## src/rtl/rv_mem_arb_pkg.sv

```systemverilog
// Shared types for the RV12 memory-port arbiter: FSM states, port owner, counter width.
`timescale 1ns/1ps
package rv_mem_arb_pkg;

    typedef enum logic [1:0] {
        IDLE    = 2'd0,
        BUSY_IF = 2'd1,
        BUSY_DM = 2'd2
    } arb_state_e;

    typedef enum logic {
        OWN_IF = 1'b0,
        OWN_DM = 1'b1
    } arb_owner_e;

    localparam int unsigned STARVE_CNT_W = 4;

endpackage

```

## src/rtl/rv_mem_port_arb_if.sv

```systemverilog
// Shared core-side memory port: the arbiter is the master, the bus interface the slave.
`timescale 1ns/1ps
interface rv_mem_port_arb_if #(
    parameter int unsigned XLEN = 32
);
    logic              mem_req_o;
    logic              mem_we_o;
    logic [XLEN-1:0]   mem_adr_o;
    logic [XLEN-1:0]   mem_d_o;
    logic [XLEN/8-1:0] mem_be_o;
    logic              mem_ack_i;
    logic [XLEN-1:0]   mem_q_i;

    modport master (
        output mem_req_o, mem_we_o, mem_adr_o, mem_d_o, mem_be_o,
        input  mem_ack_i, mem_q_i
    );

    modport slave (
        input  mem_req_o, mem_we_o, mem_adr_o, mem_d_o, mem_be_o,
        output mem_ack_i, mem_q_i
    );
endinterface

```

## src/rtl/rv_arb_starve_cnt.sv

```systemverilog
// Saturating count of data grants made while fetch waits; hit when the limit is reached.
`timescale 1ns/1ps
module rv_arb_starve_cnt
    import rv_mem_arb_pkg::*;
#(
    parameter int unsigned STARVE_MAX = 4
) (
    input  logic clk,
    input  logic rst_n,
    input  logic inc,
    input  logic clr,
    output logic hit
);

    localparam logic [STARVE_CNT_W-1:0] MaxCnt = STARVE_CNT_W'(STARVE_MAX);

    logic [STARVE_CNT_W-1:0] cnt_q, cnt_d;

    always_comb begin
        cnt_d = cnt_q;
        if (clr) begin
            cnt_d = '0;
        end else if (inc && (cnt_q != MaxCnt)) begin
            cnt_d = cnt_q + 1'b1;
        end
    end

    always_ff @(posedge clk or negedge rst_n) begin
        if (!rst_n) begin
            cnt_q <= '0;
        end else begin
            cnt_q <= cnt_d;
        end
    end

    assign hit = (cnt_q == MaxCnt);

endmodule

```

## src/rtl/rv_mem_port_arb.sv

```systemverilog
// Fetch/data arbiter for the single RV12 memory port, data has priority, one transaction at a time.
// Define ARB_STARVE_GUARD_EN to let fetch win after STARVE_MAX data grants made while it waited.
`timescale 1ns/1ps
module rv_mem_port_arb
    import rv_mem_arb_pkg::*;
#(
    parameter int unsigned XLEN       = 32,
    parameter int unsigned STARVE_MAX = 4
) (
    input  logic                HCLK,
    input  logic                HRESETn,

    input  logic                if_req_i,
    input  logic [XLEN-1:0]     if_adr_i,
    output logic                if_ack_o,
    output logic [XLEN-1:0]     if_q_o,

    input  logic                dm_req_i,
    input  logic                dm_we_i,
    input  logic [XLEN-1:0]     dm_adr_i,
    input  logic [XLEN-1:0]     dm_d_i,
    input  logic [XLEN/8-1:0]   dm_be_i,
    output logic                dm_ack_o,
    output logic [XLEN-1:0]     dm_q_o,

    rv_mem_port_arb_if.master   mem,

    output logic                arb_owner_o
);

    if ((STARVE_MAX < 1) || (STARVE_MAX > 15)) begin : g_bad_starve_max
        $error("rv_mem_port_arb: STARVE_MAX must be in 1..15");
    end

    arb_state_e        state_q, state_d;
    arb_owner_e        owner_q, owner_d;
    logic              req_q, req_d;
    logic              we_q, we_d;
    logic [XLEN-1:0]   adr_q, adr_d;
    logic [XLEN-1:0]   dat_q, dat_d;
    logic [XLEN/8-1:0] be_q, be_d;

    logic grant_if;
    logic grant_dm;
    logic starve_hit;

`ifdef ARB_STARVE_GUARD_EN
    rv_arb_starve_cnt #(
        .STARVE_MAX (STARVE_MAX)
    ) u_starve_cnt (
        .clk   (HCLK),
        .rst_n (HRESETn),
        .inc   (grant_dm && if_req_i),
        .clr   (grant_if),
        .hit   (starve_hit)
    );
`else
    assign starve_hit = 1'b0;
`endif

    always_comb begin
        state_d  = state_q;
        owner_d  = owner_q;
        req_d    = req_q;
        we_d     = we_q;
        adr_d    = adr_q;
        dat_d    = dat_q;
        be_d     = be_q;
        grant_if = 1'b0;
        grant_dm = 1'b0;

        case (state_q)
            IDLE: begin
                // fetch only overtakes a pending data request when the guard has tripped
                if (dm_req_i && !(if_req_i && starve_hit)) begin
                    grant_dm = 1'b1;
                end else if (if_req_i) begin
                    grant_if = 1'b1;
                end
            end
            BUSY_IF, BUSY_DM: begin
                if (mem.mem_ack_i) begin
                    state_d = IDLE;
                    req_d   = 1'b0;
                end
            end
            default: begin
                state_d = IDLE;
                req_d   = 1'b0;
            end
        endcase

        if (grant_dm) begin
            state_d = BUSY_DM;
            owner_d = OWN_DM;
            req_d   = 1'b1;
            we_d    = dm_we_i;
            adr_d   = dm_adr_i;
            dat_d   = dm_d_i;
            be_d    = dm_be_i;
        end

        if (grant_if) begin
            state_d = BUSY_IF;
            owner_d = OWN_IF;
            req_d   = 1'b1;
            we_d    = 1'b0;
            adr_d   = if_adr_i;
            dat_d   = '0;
            be_d    = '1;
        end
    end

    always_ff @(posedge HCLK or negedge HRESETn) begin
        if (!HRESETn) begin
            state_q <= IDLE;
            owner_q <= OWN_IF;
            req_q   <= 1'b0;
            we_q    <= 1'b0;
            adr_q   <= '0;
            dat_q   <= '0;
            be_q    <= '0;
        end else begin
            state_q <= state_d;
            owner_q <= owner_d;
            req_q   <= req_d;
            we_q    <= we_d;
            adr_q   <= adr_d;
            dat_q   <= dat_d;
            be_q    <= be_d;
        end
    end

    assign mem.mem_req_o = req_q;
    assign mem.mem_we_o  = we_q;
    assign mem.mem_adr_o = adr_q;
    assign mem.mem_d_o   = dat_q;
    assign mem.mem_be_o  = be_q;
    assign arb_owner_o   = owner_q;

    always_comb begin
        if_ack_o = (state_q == BUSY_IF) && mem.mem_ack_i;
        dm_ack_o = (state_q == BUSY_DM) && mem.mem_ack_i;
        if_q_o   = if_ack_o ? mem.mem_q_i : '0;
        dm_q_o   = dm_ack_o ? mem.mem_q_i : '0;
    end

endmodule

```

## src/flat_wrapper.sv

```systemverilog
// flat-port wrapper written by rule: the top's interface ports become plain ports
module rv_mem_port_arb_flat import rv_mem_arb_pkg::*;
#(
    parameter int unsigned XLEN       = 32,
    parameter int unsigned STARVE_MAX = 4
)
  (HCLK, HRESETn, if_req_i, if_adr_i, if_ack_o, if_q_o, dm_req_i, dm_we_i, dm_adr_i, dm_d_i, dm_be_i, dm_ack_o, dm_q_o, arb_owner_o, mem_mem_req_o, mem_mem_we_o, mem_mem_adr_o, mem_mem_d_o, mem_mem_be_o, mem_mem_ack_i, mem_mem_q_i);
  rv_mem_port_arb_if #(.XLEN(XLEN)) mem_i ();
  input  logic HCLK;
  input  logic HRESETn;
  input  logic if_req_i;
  input  logic [XLEN-1:0] if_adr_i;
  output logic if_ack_o;
  output logic [XLEN-1:0] if_q_o;
  input  logic dm_req_i;
  input  logic dm_we_i;
  input  logic [XLEN-1:0] dm_adr_i;
  input  logic [XLEN-1:0] dm_d_i;
  input  logic [XLEN/8-1:0] dm_be_i;
  output logic dm_ack_o;
  output logic [XLEN-1:0] dm_q_o;
  output logic arb_owner_o;
  output wire logic [$bits(mem_i.mem_req_o)-1:0] mem_mem_req_o;
  output wire logic [$bits(mem_i.mem_we_o)-1:0] mem_mem_we_o;
  output wire logic [$bits(mem_i.mem_adr_o)-1:0] mem_mem_adr_o;
  output wire logic [$bits(mem_i.mem_d_o)-1:0] mem_mem_d_o;
  output wire logic [$bits(mem_i.mem_be_o)-1:0] mem_mem_be_o;
  input wire logic [$bits(mem_i.mem_ack_i)-1:0] mem_mem_ack_i;
  input wire logic [$bits(mem_i.mem_q_i)-1:0] mem_mem_q_i;
  assign mem_mem_req_o = mem_i.mem_req_o;
  assign mem_mem_we_o = mem_i.mem_we_o;
  assign mem_mem_adr_o = mem_i.mem_adr_o;
  assign mem_mem_d_o = mem_i.mem_d_o;
  assign mem_mem_be_o = mem_i.mem_be_o;
  assign mem_i.mem_ack_i = mem_mem_ack_i;
  assign mem_i.mem_q_i = mem_mem_q_i;
  rv_mem_port_arb #(.XLEN(XLEN), .STARVE_MAX(STARVE_MAX)) u_core (.HCLK(HCLK), .HRESETn(HRESETn), .if_req_i(if_req_i), .if_adr_i(if_adr_i), .if_ack_o(if_ack_o), .if_q_o(if_q_o), .dm_req_i(dm_req_i), .dm_we_i(dm_we_i), .dm_adr_i(dm_adr_i), .dm_d_i(dm_d_i), .dm_be_i(dm_be_i), .dm_ack_o(dm_ack_o), .dm_q_o(dm_q_o), .mem(mem_i), .arb_owner_o(arb_owner_o));
endmodule
```

## config.mk

```make
export PLATFORM = sky130hd
export DESIGN_NAME = rv_mem_port_arb_flat
export DESIGN_NICKNAME = d
export VERILOG_FILES = /design/src/rtl/rv_mem_arb_pkg.sv /design/src/rtl/rv_mem_port_arb_if.sv /design/src/rtl/rv_arb_starve_cnt.sv /design/src/rtl/rv_mem_port_arb.sv /design/src/flat_wrapper.sv
export SDC_FILE = /design/constraint.sdc
export NUM_CORES = 1
export LEC_CHECK = 0
export CORE_ASPECT_RATIO = 1.5
export CORE_MARGIN = 5
export CORE_UTILIZATION = 34
export CTS_CLUSTER_SIZE = 10
export DETAILED_ROUTE_END_ITERATION = 8
export GPL_TIMING_DRIVEN = 1
export PLACE_DENSITY = 0.82
export SYNTH_ARGS = -nofsm -noshare
export SYNTH_HDL_FRONTEND = slang
export SYNTH_SLANG_ARGS = --single-unit
```

## constraint.sdc

```tcl
create_clock -name HCLK -period 2.2 [get_ports HCLK]
set_clock_uncertainty 0.1 [all_clocks]
set_input_delay 0.33 -clock HCLK [delete_from_list [all_inputs] [get_ports HCLK]]
set_output_delay 0.33 -clock HCLK [all_outputs]
set_load 0.1 [all_outputs]
```

==> run_summary.xml <==
<?xml version="1.0" encoding="UTF-8"?>
<metrics>
  <group name="run_status">
    <metric name="outcome" unit="">finished, final reports clean</metric>
  </group>
  <group name="cells_and_area">
    <metric name="final_cell_count_no_fill" unit="">716</metric>
    <metric name="nFillCells" unit="">701</metric>
    <metric name="number_of_nets_in_the_layout" unit="">733</metric>
    <metric name="areaGrowthSynthToFinish" unit="%">103</metric>
    <metric name="fraction_of_final_layout_cells_with_drive_strength_greater_than_1" unit="%">29.8</metric>
  </group>
  <group name="floorplanning">
    <metric name="die_extent_in_y" unit="um">135</metric>
    <metric name="die_area" unit="um2">12500</metric>
    <metric name="start_util" unit="%">34.7</metric>
    <metric name="std_cell_rows" unit="">45</metric>
    <metric name="die_width" unit="um">93.0</metric>
    <metric name="fp.coreArea" unit="um2">10100</metric>
    <metric name="num_io_pins" unit="">275</metric>
  </group>
  <group name="placement">
    <metric name="number_of_instances_in_the_placed_design" unit="">697</metric>
    <metric name="detailedPlacementHpwl" unit="um">11900</metric>
    <metric name="gpl.final_weighted_congestion" unit="">0.791</metric>
    <metric name="port_buffers" unit="">274</metric>
    <metric name="post-place-ws" unit="ns">-0.0387</metric>
  </group>
  <group name="detailed_routing">
    <metric name="totalWireLength" unit="um">14800</metric>
    <metric name="vias" unit="">3812</metric>
    <metric name="route.detailed.drc" unit="">0</metric>
    <metric name="detail_route.first_pass.iterations" unit="">4</metric>
    <metric name="final_antenna_net_count" unit="">0</metric>
    <metric name="wl_per_cell" unit="um">20.7</metric>
    <metric name="via_per_inst" unit="">5.32</metric>
    <metric name="first_iteration_detailed_routing_drc_count" unit="">194</metric>
  </group>
  <group name="grt">
    <metric name="track_usage" unit="%">22.8</metric>
    <metric name="use_met3" unit="%">11.2</metric>
    <metric name="grt_first_pass_wirelength" unit="um">21800</metric>
    <metric name="maximum_number_of_pins_on_one_net_before_global_route_repair" unit="">68</metric>
    <metric name="grt_use_met2" unit="%">39.8</metric>
    <metric name="antenna_found_initial" unit="">7</metric>
    <metric name="use_met1" unit="%">24.2</metric>
    <metric name="gr-max-usage-layer" unit="">met2</metric>
    <metric name="first_global_vias" unit="">3890</metric>
    <metric name="total_global_routing_overflow" unit="">0</metric>
  </group>
  <group name="synth">
    <metric name="post_synth.cell_area_avg" unit="um2">10.6</metric>
    <metric name="synth-seq-cells" unit="">73</metric>
    <metric name="synth-edff-count" unit="">0</metric>
    <metric name="share_of_the_synthesized_area_in_the_top_cell_type" unit="%">52.0</metric>
    <metric name="ys_warn_count" unit="">0</metric>
    <metric name="async_flop_share" unit="%">100</metric>
    <metric name="synth_top_flop_cell" unit="">dfrtp_1</metric>
    <metric name="postSynthNetCount" unit="">472</metric>
    <metric name="synth.top_cells.by_count" unit="">dfrtp_1 (73), nor2_1 (65), and3_1 (64)</metric>
    <metric name="ys_seq_area_share" unit="%">52.0</metric>
    <metric name="post_synthesis_instance_area" unit="um2">3520</metric>
    <metric name="post-synth-top-area-cell" unit="">dfrtp_1</metric>
    <metric name="synth_cell_type_count" unit="">26</metric>
    <metric name="synth_cells" unit="">331</metric>
    <metric name="netlist_top_cells_area" unit="">dfrtp_1 (52%), and3_1 (11%), a22o_1 (8.2%)</metric>
    <metric name="yosysMostFrequentCell" unit="">dfrtp_1</metric>
  </group>
  <group name="min_path">
    <metric name="hold_start" unit="">u_core.mem.mem_d_o[30]$_DFFE_PN0P_</metric>
    <metric name="holdCritPathClass" unit="">register to register</metric>
  </group>
  <group name="critical_path">
    <metric name="rr_worst_depth" unit="">5</metric>
    <metric name="criticalPathCategory" unit="">register to output pin</metric>
    <metric name="regToRegEndpoint" unit="">u_core.mem.mem_adr_o[1]$_DFFE_PN0P_</metric>
    <metric name="critical_path_peak_fanout" unit="">33</metric>
    <metric name="worst_setup_path_end_kind" unit="">output pin</metric>
    <metric name="start_kind" unit="">register</metric>
    <metric name="timing_endpoint_of_the_critical_path" unit="">dm_q_o[24]</metric>
    <metric name="worst_setup_path_startpoint" unit="">u_core.state_q[0]$_DFFE_PN0P_</metric>
    <metric name="timing.rr.start" unit="">u_core.state_q[0]$_DFFE_PN0P_</metric>
    <metric name="timing.critical_path.required" unit="ns">1.77</metric>
    <metric name="setup_slack_reg_to_reg" unit="ns">0.20</metric>
    <metric name="timing.critical_path.arrival" unit="ns">1.69</metric>
  </group>
  <group name="timing">
    <metric name="worst_pin_slew" unit="ns">1.29</metric>
    <metric name="grt_setup_unrepaired" unit="">false</metric>
    <metric name="drv_slew" unit="">0</metric>
    <metric name="max_clock_freq" unit="GHz">0.471</metric>
    <metric name="setup_slack" unit="ns">0.0751</metric>
    <metric name="slew-limit-headroom" unit="%">14.1</metric>
    <metric name="post-route-min-period" unit="ns">2.12</metric>
    <metric name="finalHoldViolations" unit="">0</metric>
    <metric name="min_period_over_period" unit="%">96.6</metric>
    <metric name="setup_viol" unit="">0</metric>
  </group>
  <group name="clocking">
    <metric name="clkSinkCount" unit="">73</metric>
    <metric name="clk_transition_reported_paths" unit="ns">0.06</metric>
    <metric name="clock_latency" unit="ns">0.32</metric>
    <metric name="clock_tree.htree_level_count" unit="">3</metric>
    <metric name="cts_root_buf" unit="">clkbuf_16</metric>
    <metric name="post-cts-setup-buffer-count" unit="">0</metric>
    <metric name="cts.path.max_buffers" unit="">2</metric>
    <metric name="cts_inserted_buffers" unit="">9</metric>
    <metric name="cts_tree" unit="">done</metric>
  </group>
  <group name="flow_run">
    <metric name="cap_violations" unit="">0</metric>
  </group>
</metrics>
[registers in the layout, summed over array words and instances (netlist names)]
name / count
u_core.state_q: 2
u_core.mem.mem_be_o: 4
u_core.mem.mem_we_o: 1
u_core.mem.mem_d_o: 32
u_core.arb_owner_o: 1
u_core.mem.mem_adr_o: 32
u_core.mem.mem_req_o: 1
[what timing repair did]
item | 4_1_cts | 5_1_grt
endpoints found under the setup margin | 2 | 1
pin swaps | 0 | 0
hold buffers | 1 | 0
gates cloned | 0 | 0
resized for setup | 2 | 1
endpoints found under the hold margin | 37 | 0
[stage by stage]
stage                     area [um2]  TNS (ns)  hold WS [ns]  utilization (%)
after floorplan                 3520         0       -0.0656                -
after global placement          6810         0         0.231             67.2
after detailed placement        6810    -0.666         0.237             67.2
after CTS                       7140         0         0.400             70.4
after global routing            7150         0         0.419             70.5
final                           7150         0         0.395             70.5
[final cells by class]
class	count	area (um2)	area share, %
flip-flops and latches	73	1830	25.6
clock inverters	6	72.6	1.02
inverters	3	11.3	0.158
clock buffers	10	239	3.34
diodes	2	5.00	0.0700
multi-input cells	220	1480	20.7
well taps	117	146	2.05
repair buffers	285	3370	47.1
[placed cells by master (no fill, tap or decap), types with 2 or more instances in the layout]
master           netlist  layout
inv_1                  2       2
nand2_1                5       5
o32ai_2                9       9
diode_2                0       2
inv_6                  0       3
mux2i_1                2       2
o32ai_1               23      23
and3_1                64      63
and2_1                 3       3
a21oi_1                2       2
o22a_1                 4       4
dfrtp_1               73      73
buf_4                  4      76
clkdlybuf4s50_1        0     136
ha_1                   3       3
buf_6                  5       2
nor2_1                65      65
clkbuf_16              0       9
a22o_1                33      33
buf_12                 0      70
[how the worst min path moves through the flow]
stage          cells after the start                                  end  slack, ns
3_5_place_dp                       1   u_core.mem.mem_d_o[26]$_DFFE_PN0P_       0.24
3_3_place_gp                       1  u_core.mem.mem_adr_o[9]$_DFFE_PN0P_       0.23
4_1_cts                            2  u_core.mem.mem_adr_o[8]$_DFFE_PN0P_       0.40
2_1_floorplan                      0       u_core.arb_owner_o$_DFFE_PN0P_      -0.07
5_1_grt                            1   u_core.mem.mem_be_o[1]$_DFFE_PN0P_       0.42
6_report                           1   u_core.mem.mem_d_o[30]$_DFFE_PN0P_       0.39
[kinds of logic after synthesis]
logic type | synth area share, %
AND/OR/NAND/NOR | 20.3
buffers and inverters | 6.05
adder cells (fa/ha/maj) | 1.07
flip-flops | 52.0
multiplexers | 0.569
AO/OA/AOI/OAI | 20.1
[metal layers]
layer / up-vias / part of all wire [%]
met5: - / 0.46
met4: 12 / 2.1
met3: 31 / 11
met2: 213 / 50
met1: 1816 / 36
li1: 1740 / -
[critical path, stage by stage (launching register included)]
cell     delay [ns]
dfrtp_1        0.41
inv_1          0.10
ha_1           0.18
buf_6          0.23
and3_1         0.25
buf_12         0.19
Power is left out: the tool's default activity adds up to more than one toggle a clock period on the data nets, which glitch-free logic cannot reach.
